### src/rtl/mips_pkg.sv
// Shared fetch-stage definitions: reset vector, bubble encoding and fetch FSM states.
package mips_pkg;

    localparam logic [31:0] RESET_PC_DEFAULT = 32'h0000_0000;
    localparam logic [31:0] NOP_INST         = 32'h0000_0000;

    typedef enum logic [1:0] {
        ST_REQ  = 2'd0,
        ST_WAIT = 2'd1,
        ST_DROP = 2'd2
    } fetch_state_t;

    // Instruction addresses are word aligned; low two bits are always dropped.
    function automatic logic [31:0] align_pc(input logic [31:0] addr);
        return {addr[31:2], 2'b00};
    endfunction

endpackage

### src/rtl/if_pc_reg.sv
// Program counter with priority reset > redirect > increment > hold.
module if_pc_reg
    import mips_pkg::*;
#(
    parameter logic [31:0] RESET_PC = RESET_PC_DEFAULT
) (
    input  logic        clk,
    input  logic        rst,
    input  logic        redirect,
    input  logic [31:0] redirect_pc,
    input  logic        incr,
    output logic [31:0] pc
);

    always_ff @(posedge clk) begin
        if (rst) begin
            pc <= RESET_PC;
        end else if (redirect) begin
            pc <= align_pc(redirect_pc);
        end else if (incr) begin
            pc <= pc + 32'd4;
        end
    end

endmodule

### src/rtl/if_fetch_stage.sv
// Instruction fetch: one outstanding imem request, one-entry return buffer feeding IF/ID.
// Handshake: a request is accepted in the cycle Imem_Req & Imem_Ack; its data returns with Imem_Rvalid in a later cycle.
module if_fetch_stage
    import mips_pkg::*;
#(
    parameter logic [31:0] RESET_PC = RESET_PC_DEFAULT
) (
    input  logic        Clk,
    input  logic        Rst,
    input  logic        Stall,
    input  logic        Redirect_Valid,
    input  logic [31:0] Redirect_PC,
    output logic        Imem_Req,
    output logic [31:0] Imem_Addr,
    input  logic        Imem_Ack,
    input  logic [31:0] Imem_Rdata,
    input  logic        Imem_Rvalid,
    output logic [31:0] PC_4,
    output logic [31:0] Inst,
    output logic        IF_Flush,
    output logic        IF_stall,
    output logic [1:0]  dbg_state,
    output logic        dbg_buf_valid
);

    fetch_state_t state;
    logic [31:0]  pc;
    logic [31:0]  req_pc4;
    logic [31:0]  buf_inst;
    logic [31:0]  buf_pc4;
    logic         buf_valid;
    logic         consume;
    logic         accept;

    assign consume  = buf_valid & ~Stall & ~Redirect_Valid;
    assign Imem_Req = (state == ST_REQ) & (~buf_valid | consume) & ~Redirect_Valid;
    assign accept   = Imem_Req & Imem_Ack;

    assign Imem_Addr     = pc;
    assign Inst          = buf_inst;
    assign PC_4          = buf_pc4;
    assign IF_Flush      = Redirect_Valid | (~buf_valid & ~Stall);
    assign IF_stall      = Stall & ~Redirect_Valid;
    assign dbg_state     = state;
    assign dbg_buf_valid = buf_valid;

    if_pc_reg #(.RESET_PC(RESET_PC)) u_pc (
        .clk         (Clk),
        .rst         (Rst),
        .redirect    (Redirect_Valid),
        .redirect_pc (Redirect_PC),
        .incr        (accept),
        .pc          (pc)
    );

    always_ff @(posedge Clk) begin
        if (Rst) begin
            state     <= ST_REQ;
            req_pc4   <= 32'h0;
            buf_inst  <= NOP_INST;
            buf_pc4   <= 32'h0;
            buf_valid <= 1'b0;
        end else begin
            if (consume) begin
                buf_valid <= 1'b0;
            end
            case (state)
                ST_REQ: begin
                    if (Redirect_Valid) begin
                        buf_valid <= 1'b0;
                    end else if (accept) begin
                        req_pc4 <= pc + 32'd4;
                        state   <= ST_WAIT;
                    end
                end
                ST_WAIT: begin
                    // The buffer is empty here, so a landing word never collides with a held one.
                    if (Redirect_Valid) begin
                        buf_valid <= 1'b0;
                        state     <= Imem_Rvalid ? ST_REQ : ST_DROP;
                    end else if (Imem_Rvalid) begin
                        buf_inst  <= Imem_Rdata;
                        buf_pc4   <= req_pc4;
                        buf_valid <= 1'b1;
                        state     <= ST_REQ;
                    end
                end
                ST_DROP: begin
                    if (Redirect_Valid) begin
                        buf_valid <= 1'b0;
                    end
                    if (Imem_Rvalid) begin
                        state <= ST_REQ;
                    end
                end
                default: state <= ST_REQ;
            endcase
        end
    end

endmodule

### config.mk
export PLATFORM = sky130hd
export DESIGN_NAME = if_fetch_stage
export DESIGN_NICKNAME = d
export VERILOG_FILES = /design/src/rtl/mips_pkg.sv /design/src/rtl/if_pc_reg.sv /design/src/rtl/if_fetch_stage.sv
export SDC_FILE = /design/constraint.sdc
export NUM_CORES = 1
export LEC_CHECK = 0
export ABC_AREA = 1
export ABC_CLOCK_PERIOD_IN_PS = 2400
export CELL_PAD_IN_SITES_DETAIL_PLACEMENT = 0
export CELL_PAD_IN_SITES_GLOBAL_PLACEMENT = 1
export CORE_MARGIN = 4
export CORE_UTILIZATION = 30
export CTS_CLUSTER_DIAMETER = 120
export DETAILED_ROUTE_END_ITERATION = 12
export HOLD_SLACK_MARGIN = 0.12
export PLACE_DENSITY = 0.76
export REMOVE_ABC_BUFFERS = 1
export SYNTH_ARGS = -nofsm -noshare
export SYNTH_HDL_FRONTEND = slang
export SYNTH_SLANG_ARGS = --single-unit
### constraint.sdc
create_clock -name Clk -period 2.4 [get_ports Clk]
set_input_delay 0.48 -clock Clk [delete_from_list [all_inputs] [get_ports Clk]]
set_output_delay 0.48 -clock Clk [all_outputs]
set_load 0.02 [all_outputs]
==> impl_metrics.json <==
{
  "status": "finished, final reports clean",
  "cell_taking_the_most_area_after_synthesis": "sky130_fd_sc_hd__dfxtp_1",
  "vdd_ir_drop_max_uv": 475,
  "vias_per_cell": 4.53,
  "netlist.area_leader.share_pct": 44.6,
  "cts_buffer_depth": 2,
  "skew_ps": 7.46,
  "slew_headroom_pct": 64.6,
  "floorplan.die.width_um": 145,
  "ctsHtreeMaxLevel": 4,
  "reg2reg_slack_ps": 630,
  "cp-end-kind": "output pin",
  "routed.top_layer": "met4",
  "timing.final.ws_setup_ps": 80.5,
  "critPathRequiredTime_ps": 1920,
  "share_of_the_clock_period_used_by_the_worst_path_pct": 96.6,
  "grt_pass1_vias": 5344,
  "p_sw_share_pct": 24.9,
  "initialDrtViolationCount": 303,
  "timing.critical_path.slowest_stage_cell": "sky130_fd_sc_hd__clkdlybuf4s50_1",
  "diode_insertion_count_for_antenna_repair": 0,
  "gpl_wtd_cong": 0.811,
  "timing.critical_path.arrival_ps": 1840,
  "report.final.setup_viol": 0,
  "p_sw_uw": 1410,
  "wl_met1_um": 8410,
  "critical_path_class": "in -> out",
  "antenna_found_initial": 0,
  "worstHoldPathType": "reg -> reg",
  "synth_ff_type": "sky130_fd_sc_hd__dfxtp_1",
  "path_max_fanout": 3,
  "nNetsFinal": 1052,
  "synth_top_family_by_area": "simple AND/OR/NAND/NOR gates",
  "mostFrequentLayoutCell": "sky130_fd_sc_hd__nand2_1",
  "synth_compound_area_share_pct": 13.3,
  "flow.area_growth_from_synthesis_pct": 44.7,
  "numClockSinks": 125,
  "grt_usage_pct": 16.6,
  "io_pins": 172,
  "synth.area.mux_share_pct": 0,
  "synth_enable_flop_cells": 0,
  "met2_wirelength_um": 7600,
  "cp_cell_sequence": "clkdlybuf4s50_1, o21ai_4, nand3_1, inv_1, clkdlybuf4s50_1",
  "tritoncts_clock_tree": "built",
  "detailroute.via_count": 5545,
  "timing.critical_path.max_delay_family": "buffers and inverters",
  "synthAdderAreaFrac_pct": 0.223,
  "p_leak_uw": 0.00321,
  "slew_violations": 0,
  "synth_area_mm2": 0.00561,
  "worst_setup_hold_path_clk_slew_ps": 50,
  "power-per-cell-area_mw_per_mm2": 700,
  "tightestPinTransition_ps": 531,
  "timing.fmax_mhz": 431,
  "antenna_left": 0,
  "fp.dieArea_mm2": 0.0210,
  "grt_remaining_overflow": 0,
  "critical_path.max_stage_delay_ps": 590,
  "async_reset_ff_share_pct": 0,
  "synthDistinctLibCells": 33,
  "die_y_um": 145,
  "worstPathBufferInverterCount": 3,
  "placeableCoreArea_mm2": 0.0181,
  "yosys_register_bits": 125,
  "grt_start_max_net_pins": 81,
  "critical_path.startpoint_type": "input port",
  "dr.pass1.iters": 5,
  "setup_repair_after_global_routing_missed_its_margin": "false",
  "synth_simple_gate_area_share_pct": 32.1,
  "io_buffer_count": 165,
  "layout.cells.most_common_list": "200 x sky130_fd_sc_hd__nand2_1, 171 x sky130_fd_sc_hd__nor2_1, 164 x sky130_fd_sc_hd__clkdlybuf4s50_1, 125 x sky130_fd_sc_hd__dfxtp_1, 73 x sky130_fd_sc_hd__o21ai_0",
  "worst_skew_pair.late_latency_ps": 420,
  "postCtsSetupRepairBufs": 0,
  "hpwl_um": 11900,
  "fillerInstances": 1943,
  "drive_gt1_share_pct": 6.44,
  "period_minus_slack_ps": 2320,
  "cts_buffers": 17,
  "average_size_of_a_mapped_cell_um2": 6.82,
  "postRouteWirelength_um": 17200,
  "detailedPlace.worstSlack_ps": -65.8,
  "yosys-top-cells-area": "sky130_fd_sc_hd__dfxtp_1 45%, sky130_fd_sc_hd__nand2_1 13%, sky130_fd_sc_hd__nor2_1 11%",
  "root_cell_of_the_clock_tree": "sky130_fd_sc_hd__clkbuf_16",
  "intPower_uw": 4270,
  "hold_ws_ps": 459,
  "power.share.clock_pct": 47.6,
  "seq_power_share_pct": 39.6,
  "cpMostUsedCell": "sky130_fd_sc_hd__clkdlybuf4s50_1",
  "synth_sequential_area_ratio_pct": 44.6,
  "synthesis.yosys.warnings": 0,
  "comb_power_share_pct": 12.8,
  "post_detailed_route_drc_marker_count": 0,
  "hold_viol": 0,
  "routed-wl-met3_um": 967,
  "synth_xor_area_share_pct": 1.25,
  "grt_pass1_wl_um": 27300,
  "maxCapViolations": 0,
  "route.detailed.wl_per_inst_um": 14.0,
  "num_rows": 49,
  "starting_density_of_the_core_pct": 30.9,
  "syn_inst": 823
}
==> cell usage after synthesis, types with 3 or more instances <==
library cell	instances
sky130_fd_sc_hd__nand2_1	200
sky130_fd_sc_hd__nor2_1	171
sky130_fd_sc_hd__dfxtp_1	125
sky130_fd_sc_hd__o21ai_0	73
sky130_fd_sc_hd__inv_1	64
sky130_fd_sc_hd__nand3_1	47
sky130_fd_sc_hd__a21oi_1	38
sky130_fd_sc_hd__clkbuf_1	25
sky130_fd_sc_hd__o21a_1	11
sky130_fd_sc_hd__buf_2	10
sky130_fd_sc_hd__a31oi_1	7
sky130_fd_sc_hd__buf_4	7
sky130_fd_sc_hd__nor2_4	5
sky130_fd_sc_hd__o21ai_1	5
sky130_fd_sc_hd__xor2_1	5
sky130_fd_sc_hd__nand3b_1	4
sky130_fd_sc_hd__nor2_2	4
sky130_fd_sc_hd__inv_2	3
sky130_fd_sc_hd__xnor2_1	3
==> power groups by stage <==
stage               clock, uW  combinational [uW]  sequential, uW
detailed placement          0                 734            2300
finish                   2700                 726            2250
CTS                      2780                 738            2250
global route             2860                 802            2270
global placement            0                 730            2300
floorplan                   0                 263            2360
==> registers in the layout (all words and copies together), names as in the netlist <==
register and cells:
PC_4 30, Inst 32, req_pc4 30, dbg_buf_valid 1
u_pc.pc 30, dbg_state 2
==> path summary, 6_finish.rpt <==
kind,cells after the start,startpoint,end
min,2,req_pc4[11]$_SDFFE_PP0P_,req_pc4[11]$_SDFFE_PP0P_
min reg2reg,2,req_pc4[11]$_SDFFE_PP0P_,req_pc4[11]$_SDFFE_PP0P_
max reg2reg,10,u_pc.pc[3]$_SDFFE_PP0P_,u_pc.pc[14]$_SDFFE_PP0P_
max,5,Stall,Imem_Req
==> repair_timing <==
item | in CTS | in global routing
resized for setup | 1 | 0
hold buffers | 0 | 0
endpoints found under the setup margin | 2 | 0
==> area by class of cell <==
class	count	area, um2	share of cell area, %
inverter	68	255	3.14
multi-input combinational	589	2650	32.6
clock buffer	20	447	5.50
sequential	125	2500	30.8
timing repair buffer	180	1810	22.3
tap	229	287	3.53
clock inverter	12	169	2.08
==> kinds of logic (layout without fill, tap and decap cells) <==
logic type | count (synthesis) | count (layout)
flops | 125 | 125
buf+inv | 112 | 280
simple gates | 438 | 438
xor+xnor | 8 | 8
fa+ha+maj | 1 | 1
compound gates | 138 | 138
other cells | 1 | 4
==> worst reg2reg max path, cell delays in order, from the launching register on <==
cell,delay (ps)
sky130_fd_sc_hd__dfxtp_1,410
sky130_fd_sc_hd__ha_1,270
sky130_fd_sc_hd__inv_1,110
sky130_fd_sc_hd__nor2_4,180
sky130_fd_sc_hd__nand2_2,140
sky130_fd_sc_hd__nor2_4,170
sky130_fd_sc_hd__nand2_1,60
sky130_fd_sc_hd__nand3_1,110
sky130_fd_sc_hd__inv_1,50
sky130_fd_sc_hd__nor2_1,90
sky130_fd_sc_hd__nor2_1,40
==> through the flow <==
step                setup TNS [ps]  power [uW]  util, %  std cells  area, um2
finish                           0        5680     44.7       1223       8120
global route                     0        5930     44.7       1223       8120
CTS                              0        5770     44.7       1223       8120
detailed placement           -85.6        3030     41.4       1191       7500
global placement             -65.5        3030     41.4       1191       7500
floorplan                        0        2630        -        782       5400
==> layer usage <==
layer | global-route usage, % | vias up
met2 | 26.3 | 154
li1 | - | 2903
met5 | 0 | -
met1 | 22.2 | 2475
met3 | 4.53 | 13
met4 | 4.57 | 0
(Power assumes the default switching activity.)
